File: src/rtl/sram_like_bridge.sv
// Bridges the core's SRAM-like req/addr_ok/data_ok channel to a synchronous SRAM of latency SRAM_LAT.
// Optional request/stall counters are compiled in when SRAM_LIKE_BRIDGE_STATS_EN is defined.
module sram_like_bridge #(
  parameter int ADDR_W     = 32,
  parameter int DATA_W     = 32,
  parameter int SRAM_LAT   = 1,
  parameter int RESP_DEPTH = 4
) (
  input  logic              clk,
  input  logic              resetn,
  input  logic              req,
  input  logic              wr,
  input  logic [1:0]        size,
  input  logic [ADDR_W-1:0] addr,
  input  logic [DATA_W-1:0] wdata,
  output logic              addr_ok,
  output logic [DATA_W-1:0] rdata,
  output logic              data_ok,
  input  logic              data_ready,
  output logic              sram_en,
  output logic [3:0]        sram_wen,
  output logic [ADDR_W-1:0] sram_addr,
  output logic [DATA_W-1:0] sram_wdata,
  input  logic [DATA_W-1:0] sram_rdata
`ifdef SRAM_LIKE_BRIDGE_STATS_EN
  ,
  output logic [31:0]       stat_rd,
  output logic [31:0]       stat_wr,
  output logic [31:0]       stat_stall
`endif
);

  localparam int CNT_W = $clog2(RESP_DEPTH + 1);
  localparam int PTR_W = (RESP_DEPTH > 1) ? $clog2(RESP_DEPTH) : 1;
  localparam logic [CNT_W-1:0] DEPTH_C = CNT_W'(RESP_DEPTH);
  localparam logic [PTR_W-1:0] LAST_C  = PTR_W'(RESP_DEPTH - 1);

  logic [CNT_W-1:0]    cnt_q, cnt_d;
  logic [SRAM_LAT-1:0] vld_q, vld_d;
  logic [SRAM_LAT-1:0] tag_wr_q, tag_wr_d;
  logic [PTR_W-1:0]    rd_ptr_q, rd_ptr_d;
  logic [PTR_W-1:0]    wr_ptr_q, wr_ptr_d;
  logic [CNT_W-1:0]    fill_q, fill_d;
  logic [DATA_W-1:0]   resp_mem [RESP_DEPTH];

  logic       accept, arrival, arr_wr;
  logic       fifo_empty, fifo_full;
  logic       pop, deq, push;
  logic [3:0] byte_en;

  // Reserved size 3 falls into the word case on purpose.
  always_comb begin
    case (size)
      2'd0:    byte_en = 4'b0001 << addr[1:0];
      2'd1:    byte_en = 4'b0011 << addr[1:0];
      default: byte_en = 4'b1111;
    endcase
  end

  // Gating with resetn keeps addr_ok/sram_en low for the whole reset, not just after the first edge.
  always_comb begin
    accept     = resetn && req && (cnt_q < DEPTH_C);
    addr_ok    = accept;
    arrival    = vld_q[SRAM_LAT-1];
    arr_wr     = tag_wr_q[SRAM_LAT-1];
    fifo_empty = (fill_q == '0);
    fifo_full  = (fill_q == DEPTH_C);
    data_ok    = !fifo_empty || arrival;
    rdata      = fifo_empty ? sram_rdata : resp_mem[rd_ptr_q];
    pop        = data_ok && data_ready;
    deq        = pop && !fifo_empty;
    push       = arrival && !(fifo_empty && pop);

    sram_en    = accept;
    sram_wen   = (accept && wr) ? byte_en : 4'b0000;
    sram_addr  = {addr[ADDR_W-1:2], 2'b00};
    sram_wdata = wdata;
  end

  // NOTE: every always_comb output gets a default before any branch, so no latch can be inferred.
  always_comb begin
    cnt_d = cnt_q;
    if (accept && !pop)      cnt_d = cnt_q + 1'b1;
    else if (!accept && pop) cnt_d = cnt_q - 1'b1;

    vld_d       = '0;
    tag_wr_d    = '0;
    vld_d[0]    = accept;
    tag_wr_d[0] = wr;
    for (int i = 1; i < SRAM_LAT; i++) begin
      vld_d[i]    = vld_q[i-1];
      tag_wr_d[i] = tag_wr_q[i-1];
    end

    rd_ptr_d = rd_ptr_q;
    if (deq) rd_ptr_d = (rd_ptr_q == LAST_C) ? '0 : rd_ptr_q + 1'b1;
    wr_ptr_d = wr_ptr_q;
    if (push) wr_ptr_d = (wr_ptr_q == LAST_C) ? '0 : wr_ptr_q + 1'b1;

    fill_d = fill_q;
    if (push && !deq)      fill_d = fill_q + 1'b1;
    else if (!push && deq) fill_d = fill_q - 1'b1;
  end

  // NOTE: state registers use non-blocking assignments so all flops update together at the edge.
  always_ff @(posedge clk or negedge resetn) begin
    if (!resetn) begin
      cnt_q    <= '0;
      vld_q    <= '0;
      tag_wr_q <= '0;
      rd_ptr_q <= '0;
      wr_ptr_q <= '0;
      fill_q   <= '0;
    end else begin
      cnt_q    <= cnt_d;
      vld_q    <= vld_d;
      tag_wr_q <= tag_wr_d;
      rd_ptr_q <= rd_ptr_d;
      wr_ptr_q <= wr_ptr_d;
      fill_q   <= fill_d;
    end
  end

  // NOTE: the response storage is not reset; the pointers and fill count alone say which entries are live.
  always_ff @(posedge clk) begin
    if (push) resp_mem[wr_ptr_q] <= arr_wr ? '0 : sram_rdata;
  end

  // Credit accounting guarantees room for every arrival.
  assert property (@(posedge clk) disable iff (!resetn) !(push && fifo_full));

`ifdef SRAM_LIKE_BRIDGE_STATS_EN
  logic [31:0] stat_rd_q, stat_rd_d;
  logic [31:0] stat_wr_q, stat_wr_d;
  logic [31:0] stat_stall_q, stat_stall_d;

  always_comb begin
    stat_rd_d    = stat_rd_q;
    stat_wr_d    = stat_wr_q;
    stat_stall_d = stat_stall_q;
    if (accept && !wr)    stat_rd_d    = stat_rd_q + 1'b1;
    if (accept && wr)     stat_wr_d    = stat_wr_q + 1'b1;
    if (req && !addr_ok)  stat_stall_d = stat_stall_q + 1'b1;
  end

  always_ff @(posedge clk or negedge resetn) begin
    if (!resetn) begin
      stat_rd_q    <= '0;
      stat_wr_q    <= '0;
      stat_stall_q <= '0;
    end else begin
      stat_rd_q    <= stat_rd_d;
      stat_wr_q    <= stat_wr_d;
      stat_stall_q <= stat_stall_d;
    end
  end

  assign stat_rd    = stat_rd_q;
  assign stat_wr    = stat_wr_q;
  assign stat_stall = stat_stall_q;
`endif

endmodule

File: config.mk
export PLATFORM = sky130hd
export DESIGN_NAME = sram_like_bridge
export DESIGN_NICKNAME = d
export VERILOG_FILES = /design/src/rtl/sram_like_bridge.sv
export SDC_FILE = /design/constraint.sdc
export NUM_CORES = 1
export LEC_CHECK = 0
export CORE_ASPECT_RATIO = 0.6
export CORE_MARGIN = 3
export CORE_UTILIZATION = 42
export CTS_BUF_LIST = sky130_fd_sc_hd__clkbuf_16
export CTS_CLUSTER_SIZE = 25
export DETAILED_ROUTE_END_ITERATION = 8
export HOLD_SLACK_MARGIN = 0.15
export PLACE_DENSITY = 0.87
export SETUP_SLACK_MARGIN = 0.4
export SLEW_MARGIN = 40
export SYNTH_ARGS = -nofsm -noshare
export SYNTH_HDL_FRONTEND = slang
export SYNTH_SLANG_ARGS = --single-unit
export TNS_END_PERCENT = 10
File: constraint.sdc
create_clock -name clk -period 1.9 [get_ports clk]
set_input_delay 0.38 -clock clk [delete_from_list [all_inputs] [get_ports clk]]
set_output_delay 0.38 -clock clk [all_outputs]
set_load 0.1 [all_outputs]
==> impl_metrics.csv <==
group,metric,value,unit
status,outcome,"finished, violations left",
status,violations,"setup timing",
sta,layout_setup_ws,-0.613,ns
global_route,grt_overflow_total,0,
detailed_routing,drc,0,
global_route,grt_use_total,17.0,%
clock_network,hold_buffers,0,
power,power_leakage,3.05,nW
clock_network,cts_made_buffers,17,
sta,post-route-period-util,132,%
clock_network,tritoncts,"yes",
sta,report.final.slew_viol_count,0,
final_layout,design_area,8540,um^2
floorplan,die_area,17000,um^2
sta,skew,0.00744,ns
global_route,grt_antenna_before_repair,0,
detailed_routing,wirelength,13800,um
floorplan,dieWidth,166,um
power,p_int,9.62,mW
worst_setup_path,critPathMaxFanout,8,
place,port_buffers,79,
global_route,grt_max_degree,33,
floorplan,num_rows,34,
final_layout,antenna_cells,0,
place,dpl_cell_area,7780,um^2
place,gp_congestion,0.752,
worst_setup_path,cp_data_arrival_time,2.13,ns
sta,post-route-min-period,2.51,ns
detailed_routing,wl_met3,1230,um
clock_network,cts_max_level,4,
detailed_routing,ant_nets,0,
clock_network,root_buffer,"clkbuf_16",
synthesis,synth_cell_type_count,33,
floorplan,start_util,43.8,%
power,switching_share,42.4,%
worst_setup_path,worstPathRequired,1.52,ns
detailed_routing,wl_per_cell,21.6,um
detailed_routing,wl_met2,6710,um
power,power_frac_seq,23.4,%
synthesis,syn_area_per_cell,17.5,um^2
sta,setup_viol,39,
worst_hold_path,hp-class,"in2async",
synthesis,synth_top_area_share,59.5,%
detailed_routing,via_per_inst,5.30,
detailed_routing,wl_met1,5670,um
power,switchingPower,7.08,mW
final_layout,final_nets,540,
final_layout,fillCellCount,1045,
power,comb_power_share,57.2,%
detailed_routing,drtIter0Drc,243,
clock_network,clk_pin_slew,0.06,ns
floorplan,die_y,102,um
final_layout,syn2layout_area_growth,32.2,%
power,p_per_area,1950,nW/um^2
floorplan,num_io_pins,206,
floorplan,core,14800,um^2
synthesis,seq_area_frac_synth,64.2,%
final_layout,drive_above_1_share,45.2,%
global_route,grt_pass1_vias,3737,
detailed_routing,vias,3389,
sta,final_hold_viol_count,0,
worst_setup_path,path_class,"reg2out",
synthesis,syn_area,6460,um^2
synthesis,synth_cells,370,
detailed_routing,dr.max_layer_used,"met4",
clock_network,cts_buffer_depth,2,
job,maxCapViolCount,0,
worst_setup_path,cp-end-kind,"primary output",
sta,hold_ws,0.301,ns
worst_setup_path,start_kind,"flip-flop",
sta,timing.fmax,398,MHz
global_route,grt_pass1_wl,21600,um
power,power_frac_clock,19.4,%
place,dp_hpwl,8960,um
sta,rsz0062_at_grt,"true",
detailed_routing,drtPass1Iterations,4,
sta,fin_setup_tns,-18.47,ns
clock_network,clk-insertion-delay-late,0.42,ns
clock_network,cts.sinks,140,
power,ir_drop,1560,uV
synthesis,ys_seq_elements,140,
synthesis,yosysWarnings,0,
synthesis,yosysTopAreaCell,"edfxtp_1",
synthesis,yosys-top-cells-area,"edfxtp_1 (60%), mux4_2 (9.8%), buf_4 (7.6%)",
[cell usage in the layout (no fill, tap or decap), drive strengths merged]
cell,instances
and3b,2
ha,6
a22oi,1
a21boi,1
clkbuf,21
nor3,2
a21o,1
a32o,1
nor2b,32
nor2,6
a21oi,3
dlygate4sd2,1
fa,2
clkinvlp,1
o21ai,2
o31ai,1
conb,2
xor2,3
mux4,32
nand2,3
buf,78
clkdlybuf4s50,39
or3,1
and2,4
mux2,37
inv,9
dfrtp,12
nand2b,3
clkinv,5
xnor2,1
o21bai,2
edfxtp,128
[layout make-up]
cell class | count | area [um^2] | area share, %
Inverter | 4 | 15.0 | 0.176
Multi-Input combinational cell | 148 | 1880 | 22.0
Clock buffer | 21 | 526 | 6.15
Tap cell | 198 | 248 | 2.90
Sequential cell | 140 | 4150 | 48.6
Timing Repair Buffer | 118 | 1650 | 19.4
Clock inverter | 11 | 75.1 | 0.879
[flip-flops by register name, summed over array words and instances, names as in the netlist]
signal / count
wr_ptr_q: 2
arrival: 1
fill_q: 3
resp_mem: 128
rd_ptr_q: 2
cnt_q: 3
arr_wr: 1
[critical path, stage by stage (launching register included)]
cell	delay, ns
dfrtp_2	0.46
buf_12	0.14
buf_16	0.13
mux4_2	0.51
mux2_4	0.30
buf_12	0.17
[synth_stat cells]
library cell / number
xor2_1: 3
and2_1: 4
o31ai_1: 1
o21bai_1: 2
o21ai_0: 2
nor3_2: 1
nand2b_1: 3
ha_1: 6
mux4_1: 4
nor3_1: 1
conb_1: 1
buf_2: 6
a32o_1: 1
a21boi_1: 1
buf_12: 2
clkbuf_1: 4
fa_1: 2
a22oi_1: 1
a21oi_1: 3
buf_6: 2
a21o_2: 1
or3_1: 1
mux2_2: 37
nor2_1: 6
nor2b_1: 32
and3b_1: 2
xnor2_1: 1
edfxtp_1: 128
dfrtp_1: 12
nand2_1: 3
buf_4: 65
mux4_2: 28
inv_1: 4
[layer usage]
layer / up-vias / global-route usage, %
met4: 0 / 5.94
met2: 170 / 25.8
met3: 21 / 7.65
met5: - / 0
met1: 1749 / 22.0
li1: 1449 / -
[kinds of logic after synthesis]
logic type / Yosys count / synth area share (%)
flip-flops: 140 / 64.2
multiplexers: 69 / 17.8
AND/OR/NAND/NOR: 53 / 4.90
other: 1 / 0.0581
adder cells (fa/ha/maj): 8 / 1.78
buffers and inverters: 83 / 9.45
AO/OA/AOI/OAI: 12 / 1.26
XOR/XNOR: 4 / 0.543
[stage by stage]
step,instances,utilization [%],power (mW),setup slack [ns]
2_1_floorplan,371,-,10.5,-0.198
6_report,640,57.9,16.7,-0.613
5_1_grt,640,57.9,17.2,-0.688
4_1_cts,640,57.7,16.7,-0.630
3_3_place_gp,605,52.7,12.9,-0.196
3_5_place_dp,605,52.7,13.1,-0.242
[power groups by stage]
| stage | logic (mW) | registers [mW] | clock network [mW] |
|---|---|---|---|
| 2_1_floorplan | 6.57 | 3.91 | 0 |
| 3_5_place_dp | 9.11 | 3.96 | 0 |
| 6_report | 9.55 | 3.91 | 3.23 |
| 3_3_place_gp | 9.00 | 3.92 | 0 |
| 5_1_grt | 9.88 | 3.94 | 3.40 |
| 4_1_cts | 9.55 | 3.91 | 3.27 |
[worst paths after layout]
path / from / end / slack, ns / cells after the start
max in group asynchronous: resetn / rd_ptr_q[1]$_DFFE_PN0P_ / 1.42 / 2
worst max-delay path: rd_ptr_q[0]$_DFFE_PN0P_ / rdata[22] / -0.61 / 5
worst min register to register: cnt_q[2]$_DFFE_PN0P_ / cnt_q[2]$_DFFE_PN0P_ / 0.48 / 1
worst max register to register: fill_q[1]$_DFFE_PN0P_ / cnt_q[2]$_DFFE_PN0P_ / -0.11 / 10
worst min-delay path: resetn / arrival$_DFF_PN0_ / 0.30 / 2
min in group clk: cnt_q[2]$_DFFE_PN0P_ / cnt_q[2]$_DFFE_PN0P_ / 0.48 / 1
[repair_timing]
item	4_1_cts	5_1_grt
pin swaps	2	0
buffers inserted	2	0
resized for setup	29	4
endpoints found under the setup margin	176	175
hold endpoints to repair	0	0
cloned	1	0
(Power assumes the default switching activity.)
